===== config.mk =====
export PLATFORM = sky130hd
export DESIGN_NAME = car_actuator
export DESIGN_NICKNAME = d
export VERILOG_FILES = /design/src/rtl/car_pkg.sv /design/src/rtl/car_actuator_seg_timer.sv /design/src/rtl/car_actuator.sv
export SDC_FILE = /design/constraint.sdc
export NUM_CORES = 1
export LEC_CHECK = 0
export CAP_MARGIN = 20
export CORE_AREA = 4 4 56 58
export CTS_BUF_LIST = sky130_fd_sc_hd__clkbuf_8
export CTS_CLUSTER_DIAMETER = 100
export DETAILED_ROUTE_END_ITERATION = 7
export DIE_AREA = 0 0 60 62
export GPL_ROUTABILITY_DRIVEN = 1
export PLACE_DENSITY = 0.77
export SKIP_CTS_REPAIR_TIMING = 1
export SKIP_LAST_GASP = 1
export SLEW_MARGIN = 20
export SYNTH_ARGS = -nofsm -noshare
export SYNTH_HDL_FRONTEND = slang
export SYNTH_HIERARCHICAL = 1
export SYNTH_SLANG_ARGS = --single-unit

===== constraint.sdc =====
create_clock -name clk -period 1.9 [get_ports clk]
set_input_delay 0.38 -clock clk [delete_from_list [all_inputs] [get_ports clk]]
set_output_delay 0.38 -clock clk [all_outputs]
set_load 0.01 [all_outputs]

===== src/rtl/car_pkg.sv =====
// Shared command codes, door encodings and FSM states
// for the elevator car drive/door plant model.
package car_pkg;

   localparam logic [1:0] ENG_IDLE   = 2'd0;
   localparam logic [1:0] ENG_DOWN   = 2'd1;
   localparam logic [1:0] ENG_UP     = 2'd2;
   localparam logic [1:0] ENG_RSVD   = 2'd3;

   localparam logic [1:0] DOOR_IDLE  = 2'd0;
   localparam logic [1:0] DOOR_OPEN  = 2'd1;
   localparam logic [1:0] DOOR_CLOSE = 2'd2;
   localparam logic [1:0] DOOR_RSVD  = 2'd3;

   localparam logic [1:0] DS_CLOSED  = 2'd0;
   localparam logic [1:0] DS_OPENING = 2'd1;
   localparam logic [1:0] DS_OPEN    = 2'd2;
   localparam logic [1:0] DS_CLOSING = 2'd3;

   typedef enum logic [2:0] {
      S_IDLE,
      S_MOVE_UP,
      S_MOVE_DOWN,
      S_DOOR_OPENING,
      S_DOOR_OPEN,
      S_DOOR_CLOSING
   } state_t;

   function automatic int max_int(input int a, input int b);
      return (a > b) ? a : b;
   endfunction

endpackage


===== src/rtl/car_actuator_seg_timer.sv =====
// Loadable down-counter shared by car travel and door strokes;
// holds at zero until reloaded.
module seg_timer #(
   parameter int W = 4
) (
   input  logic         clk,
   input  logic         reset,
   input  logic         i_load,
   input  logic [W-1:0] i_load_val,
   output logic [W-1:0] o_value,
   output logic         o_zero
);

   logic [W-1:0] r_value;

   always_ff @(posedge clk or negedge reset) begin
      if (!reset) begin
         r_value <= '0;
      end else if (i_load) begin
         r_value <= i_load_val;
      end else if (r_value != '0) begin
         r_value <= r_value - 1'b1;
      end
   end

   assign o_value = r_value;
   assign o_zero  = (r_value == '0);

endmodule


===== src/rtl/car_actuator.sv =====
// Elevator car plant: timed half-floor travel, door strokes,
// completion pulse and sticky illegal-command fault.
module car_actuator
   import car_pkg::*;
#(
   parameter int LEVELS        = 8,
   parameter int TRAVEL_CYCLES = 16,
   parameter int DOOR_CYCLES   = 8
) (
   input  logic       clk,
   input  logic       reset,
   input  logic [1:0] engine,
   input  logic [1:0] door,
   input  logic       obstruction,
   output logic [3:0] position,
   output logic [2:0] level,
   output logic       at_floor,
   output logic       moving,
   output logic [1:0] door_state,
   output logic       step_done,
   output logic       fault
);

   localparam int TMAX = max_int(TRAVEL_CYCLES, DOOR_CYCLES);
   localparam int TW   = (TMAX > 1) ? $clog2(TMAX) : 1;

   localparam logic [3:0]    POS_MAX = 4'(2 * (LEVELS - 1));
   localparam logic [TW-1:0] TRAV_LD = TW'(TRAVEL_CYCLES - 1);
   localparam logic [TW-1:0] DOOR_LD = TW'(DOOR_CYCLES - 1);

   state_t     r_state;
   logic [3:0] r_position;
   logic       r_moving;
   logic [1:0] r_door_state;
   logic       r_step_done;
   logic       r_fault;

   logic          w_idle;
   logic          w_free;
   logic          w_eng_up;
   logic          w_eng_dn;
   logic          w_illegal;
   logic          w_start_open;
   logic          w_start_up;
   logic          w_start_dn;
   logic          w_reopen;
   logic          w_close;
   logic          w_load;
   logic [TW-1:0] w_load_val;
   logic [TW-1:0] w_value;
   logic          w_zero;

   assign w_idle   = (r_state == S_IDLE);
   assign w_free   = (w_value == '0);
   assign w_eng_up = (engine == ENG_UP);
   assign w_eng_dn = (engine == ENG_DOWN);

   // Any offending command is flagged; the transitions below ignore it
   assign w_illegal =
      (engine == ENG_RSVD) || (door == DOOR_RSVD) ||
      (engine != ENG_IDLE && r_door_state != DS_CLOSED) ||
      (door != DOOR_IDLE && r_moving) ||
      (!r_moving && w_eng_up && r_position == POS_MAX) ||
      (!r_moving && w_eng_dn && r_position == '0) ||
      (!r_moving && door != DOOR_IDLE && r_position[0]) ||
      (w_idle && door == DOOR_OPEN && engine != ENG_IDLE);

   assign w_start_open = w_idle && w_free &&
                         door == DOOR_OPEN && !r_position[0];
   assign w_start_up   = w_idle && w_free && door != DOOR_OPEN &&
                         w_eng_up && r_position < POS_MAX;
   assign w_start_dn   = w_idle && w_free && door != DOOR_OPEN &&
                         w_eng_dn && r_position != '0;
   assign w_reopen     = (r_state == S_DOOR_CLOSING) &&
                         (obstruction || door == DOOR_OPEN);
   assign w_close      = (r_state == S_DOOR_OPEN) && door == DOOR_CLOSE;

   assign w_load     = w_start_open | w_start_up | w_start_dn |
                       w_reopen | w_close;
   assign w_load_val = (w_start_up | w_start_dn) ? TRAV_LD : DOOR_LD;

   seg_timer #(.W(TW)) u_timer (
      .clk        (clk),
      .reset      (reset),
      .i_load     (w_load),
      .i_load_val (w_load_val),
      .o_value    (w_value),
      .o_zero     (w_zero)
   );

   always_ff @(posedge clk or negedge reset) begin
      if (!reset) begin
         r_state      <= S_IDLE;
         r_position   <= '0;
         r_moving     <= 1'b0;
         r_door_state <= DS_CLOSED;
         r_step_done  <= 1'b0;
         r_fault      <= 1'b0;
      end else begin
         r_step_done <= 1'b0;
         r_fault     <= r_fault | w_illegal;
         unique case (r_state)
            S_IDLE: begin
               if (w_start_open) begin
                  r_state      <= S_DOOR_OPENING;
                  r_door_state <= DS_OPENING;
               end else if (w_start_up) begin
                  r_state  <= S_MOVE_UP;
                  r_moving <= 1'b1;
               end else if (w_start_dn) begin
                  r_state  <= S_MOVE_DOWN;
                  r_moving <= 1'b1;
               end
            end
            S_MOVE_UP: begin
               if (w_zero) begin
                  r_state     <= S_IDLE;
                  r_position  <= r_position + 4'd1;
                  r_moving    <= 1'b0;
                  r_step_done <= 1'b1;
               end
            end
            S_MOVE_DOWN: begin
               if (w_zero) begin
                  r_state     <= S_IDLE;
                  r_position  <= r_position - 4'd1;
                  r_moving    <= 1'b0;
                  r_step_done <= 1'b1;
               end
            end
            S_DOOR_OPENING: begin
               if (w_zero) begin
                  r_state      <= S_DOOR_OPEN;
                  r_door_state <= DS_OPEN;
               end
            end
            S_DOOR_OPEN: begin
               if (w_close) begin
                  r_state      <= S_DOOR_CLOSING;
                  r_door_state <= DS_CLOSING;
               end
            end
            S_DOOR_CLOSING: begin
               if (w_reopen) begin
                  r_state      <= S_DOOR_OPENING;
                  r_door_state <= DS_OPENING;
               end else if (w_zero) begin
                  r_state      <= S_IDLE;
                  r_door_state <= DS_CLOSED;
               end
            end
            default: begin
               r_state <= S_IDLE;
            end
         endcase
      end
   end

   assign position   = r_position;
   assign level      = r_position[3:1];
   assign at_floor   = !r_position[0] && !r_moving;
   assign moving     = r_moving;
   assign door_state = r_door_state;
   assign step_done  = r_step_done;
   assign fault      = r_fault;

endmodule


==> results.py <==
metrics = {
    "synthesis": {
        "ys.flop_type": "dfrtp_1",
        "yosysWarnings": 6,
        "syn_inst": 123,
        "synth_top_area_share_pct": 35.4,
        "seq_area_frac_synth_pct": 35.4,
        "async_flop_share_pct": 100,
        "yosys-top-cells-area": "dfrtp_1 (35%), xnor2_1 (3.9%), nor2_1 (3.7%)",
        "synth.distinct_cells": 46,
        "synth-seq-cells": 16,
        "avgSynthCellArea_sq_um": 9.19,
        "yosysTopAreaCell": "dfrtp_1",
        "synth_edf_count": 0,
        "netlist_area_sq_um": 1130,
    },
    "layout": {
        "layout-drive-gt1-share_pct": 39.8,
        "ff_latch_area_sq_um": 403,
        "multiInputGateArea_sq_um": 744,
        "diodes": 0,
        "post-route-util_pct": 66.4,
        "num-nets-final": 193,
        "area_delta_synth_final_pct": 56.6,
        "fill_cells": 190,
    },
    "clock_tree": {
        "clock_latency_ns": 0.26,
        "root_buffer": "clkbuf_8",
        "cts_buffer_depth": 2,
        "clk_pin_slew_worst_paths_ns": 0.07,
        "cts.htree.levels": 1,
        "cts.sinks": 16,
        "tritoncts": "built",
        "cts_made_buffers": 3,
    },
    "drt": {
        "first_pass_iters": 4,
        "routed_wl_mm": 3.30,
        "drc": 0,
        "drt-initial-drc-count": 24,
        "wire_per_inst_um": 15.6,
        "vias_per_cell": 5.36,
        "route.vias.total": 1136,
        "antenna_left": 0,
    },
    "placed_design": {
        "gp_congestion": 0.835,
        "dp_hpwl_mm": 2.29,
        "place_ws_ns": -0.333,
        "io_buffers": 19,
    },
    "critical_path": {
        "worst_setup_path_start_kind": "flop",
        "max_stage_delay_ns": 0.40,
        "path_cells": "buf_4, nor4_4, nand4_1, a21oi_1, a31oi_2, nand2b_4, nor3_1, a221o_1",
        "cp_num_buf_inv": 1,
        "worstPathMaxFanout": 4,
        "crit_type": "flop to flop",
        "worst_setup_path_end_kind": "flop",
        "slowest_stage": "dfrtp_1",
        "crit_family": "simple AND/OR/NAND/NOR gates",
        "arrival_ns": 2.09,
        "critical_path_required_ns": 2.04,
    },
    "power": {
        "power_density_nw_per_um2": 1660,
        "worst_ir_drop_vdd_v": 0.00103,
        "design_power_total_mw": 2.94,
        "leakage_nw": 0.804,
    },
    "grt": {
        "grt_max_degree": 17,
        "grt_antenna_before_repair": 0,
        "grt.overflow.total": 0,
        "grt_pass1_wl_mm": 4.76,
        "grt_pass1_vias": 1044,
        "grt.total_usage_pct": 17.4,
    },
    "floorplan": {
        "dieArea_sq_um": 3720,
        "fp.coreArea_sq_um": 2660,
        "fp.dieW_um": 60,
        "floorplan.initialDensity_pct": 42.4,
        "die_h_um": 62,
        "std_cell_rows": 19,
        "pin_count": 20,
    },
    "job": {
        "drv_cap": 0,
    },
    "timing": {
        "timing.hold.ws_ns": 0.443,
        "slew_violations": 0,
        "report.final.hold_viol_count": 0,
        "fin_crit_ns": 1.95,
        "clock_skew_ns": 0.00504,
        "layout_setup_ws_ns": -0.0466,
        "rsz0062_at_grt": "yes",
        "setup_viol": 1,
        "max_freq_mhz": 514,
        "fin_crit_sh_pct": 102,
    },
    "status": {
        "status": "finished with violations",
        "violations": "setup timing",
    },
    "min_path": {
        "hold_class": "input pin to asynchronous set/reset pin",
    },
}
==> routing by layer <==
layer	vias to the layer above	global-route usage (%)	part of all wire, %
li1	546	-	-
met1	538	21.5	40
met2	43	30.4	51
met3	9	2.69	6.5
met4	0	6.65	1.9
met5	-	0	0
==> Yosys cell counts, types with 2 or more instances <==
library cell,instances
nand3_1,2
nor3_1,5
xnor2_1,5
nand2_1,10
inv_1,7
a31oi_1,2
nor2b_1,4
buf_2,2
nand2b_1,5
ha_1,3
o21ai_0,6
o21ai_1,2
nor2_1,11
mux2_2,2
buf_4,3
a21boi_1,2
mux2i_1,2
a21oi_1,5
dfrtp_1,16
nand4_1,2
clkbuf_1,2
==> cell usage in the layout (no fill, tap or decap), types with 3 or more instances in the layout <==
cell,count
clkbuf_8,4
nor2_1,8
dfrtp_1,14
a21oi_1,4
nand2_1,10
buf_4,39
nor2_2,4
o21ai_0,6
dlymetal6s2s_1,3
nor2b_2,3
nand2b_1,4
xnor2_1,5
nor3_1,4
inv_1,6
conb_1,3
clkdlybuf4s50_1,16
==> power by group <==
group | leakage [nW] | switching (mW) | internal (mW) | total [mW]
Sequential | 0.194 | 0.119 | 0.491 | 0.610
Clock | 0.0288 | 0.128 | 0.184 | 0.312
Combinational | 0.581 | 0.948 | 1.07 | 2.02
==> cell families after synthesis <==
family / count (synthesis) / share of synthesized area, %
DFF: 16 / 35.4
AOI/OAI and AO/OA: 28 / 18.4
adders and majority gates: 5 / 5.98
other: 1 / 0.332
muxes: 5 / 4.76
and+or+nand+nor: 48 / 24.6
xor gates and xnor gates: 6 / 4.65
buffers and inverters: 14 / 5.87
==> flip-flops by register name (all words and copies together), names as in the netlist <==
register         count
u_timer/o_value      4
position             4
r_state              3
door_state           2
fault                1
step_done            1
moving               1
==> stage by stage <==
step	setup TNS [ns]	instances	cell area, sq um
final	-0.0466	212	1770
after global routing	-0.251	212	1770
after CTS	-0.310	201	1620
after detailed placement	-1.42	197	1560
after global placement	-1.05	197	1560
after floorplan	-0.0410	125	1160
==> worst paths after layout <==
check	start	to	slack [ns]	cells after the start
worst max-delay path	u_timer/o_value[0]	u_timer/o_value[3]	-0.05	8
worst min-delay path	reset	door_state[1]	0.44	2
worst max register to register	u_timer/o_value[0]	u_timer/o_value[3]	-0.05	8
worst min register to register	fault	fault	0.47	2
max in group asynchronous	reset	position[1]	1.24	2
min in group clk	fault	fault	0.47	2
==> cell type report <==
class | count | area share (%)
timing repair buffer | 59 | 28.4
inverter | 7 | 1.49
sequential | 16 | 22.8
clock buffer | 4 | 3.11
tap | 31 | 2.19
multi-input combinational | 95 | 42.1
==> worst register-to-register path, cell delays in order (launching register included) <==
cell and delay, ns:
dfrtp_1 0.40, buf_4 0.16, nor4_4 0.34, nand4_1 0.14
a21oi_1 0.23, a31oi_2 0.09, nand2b_4 0.11, nor3_1 0.05
a221o_1 0.32
No activity file was read; power rests on OpenSTA's default activity.
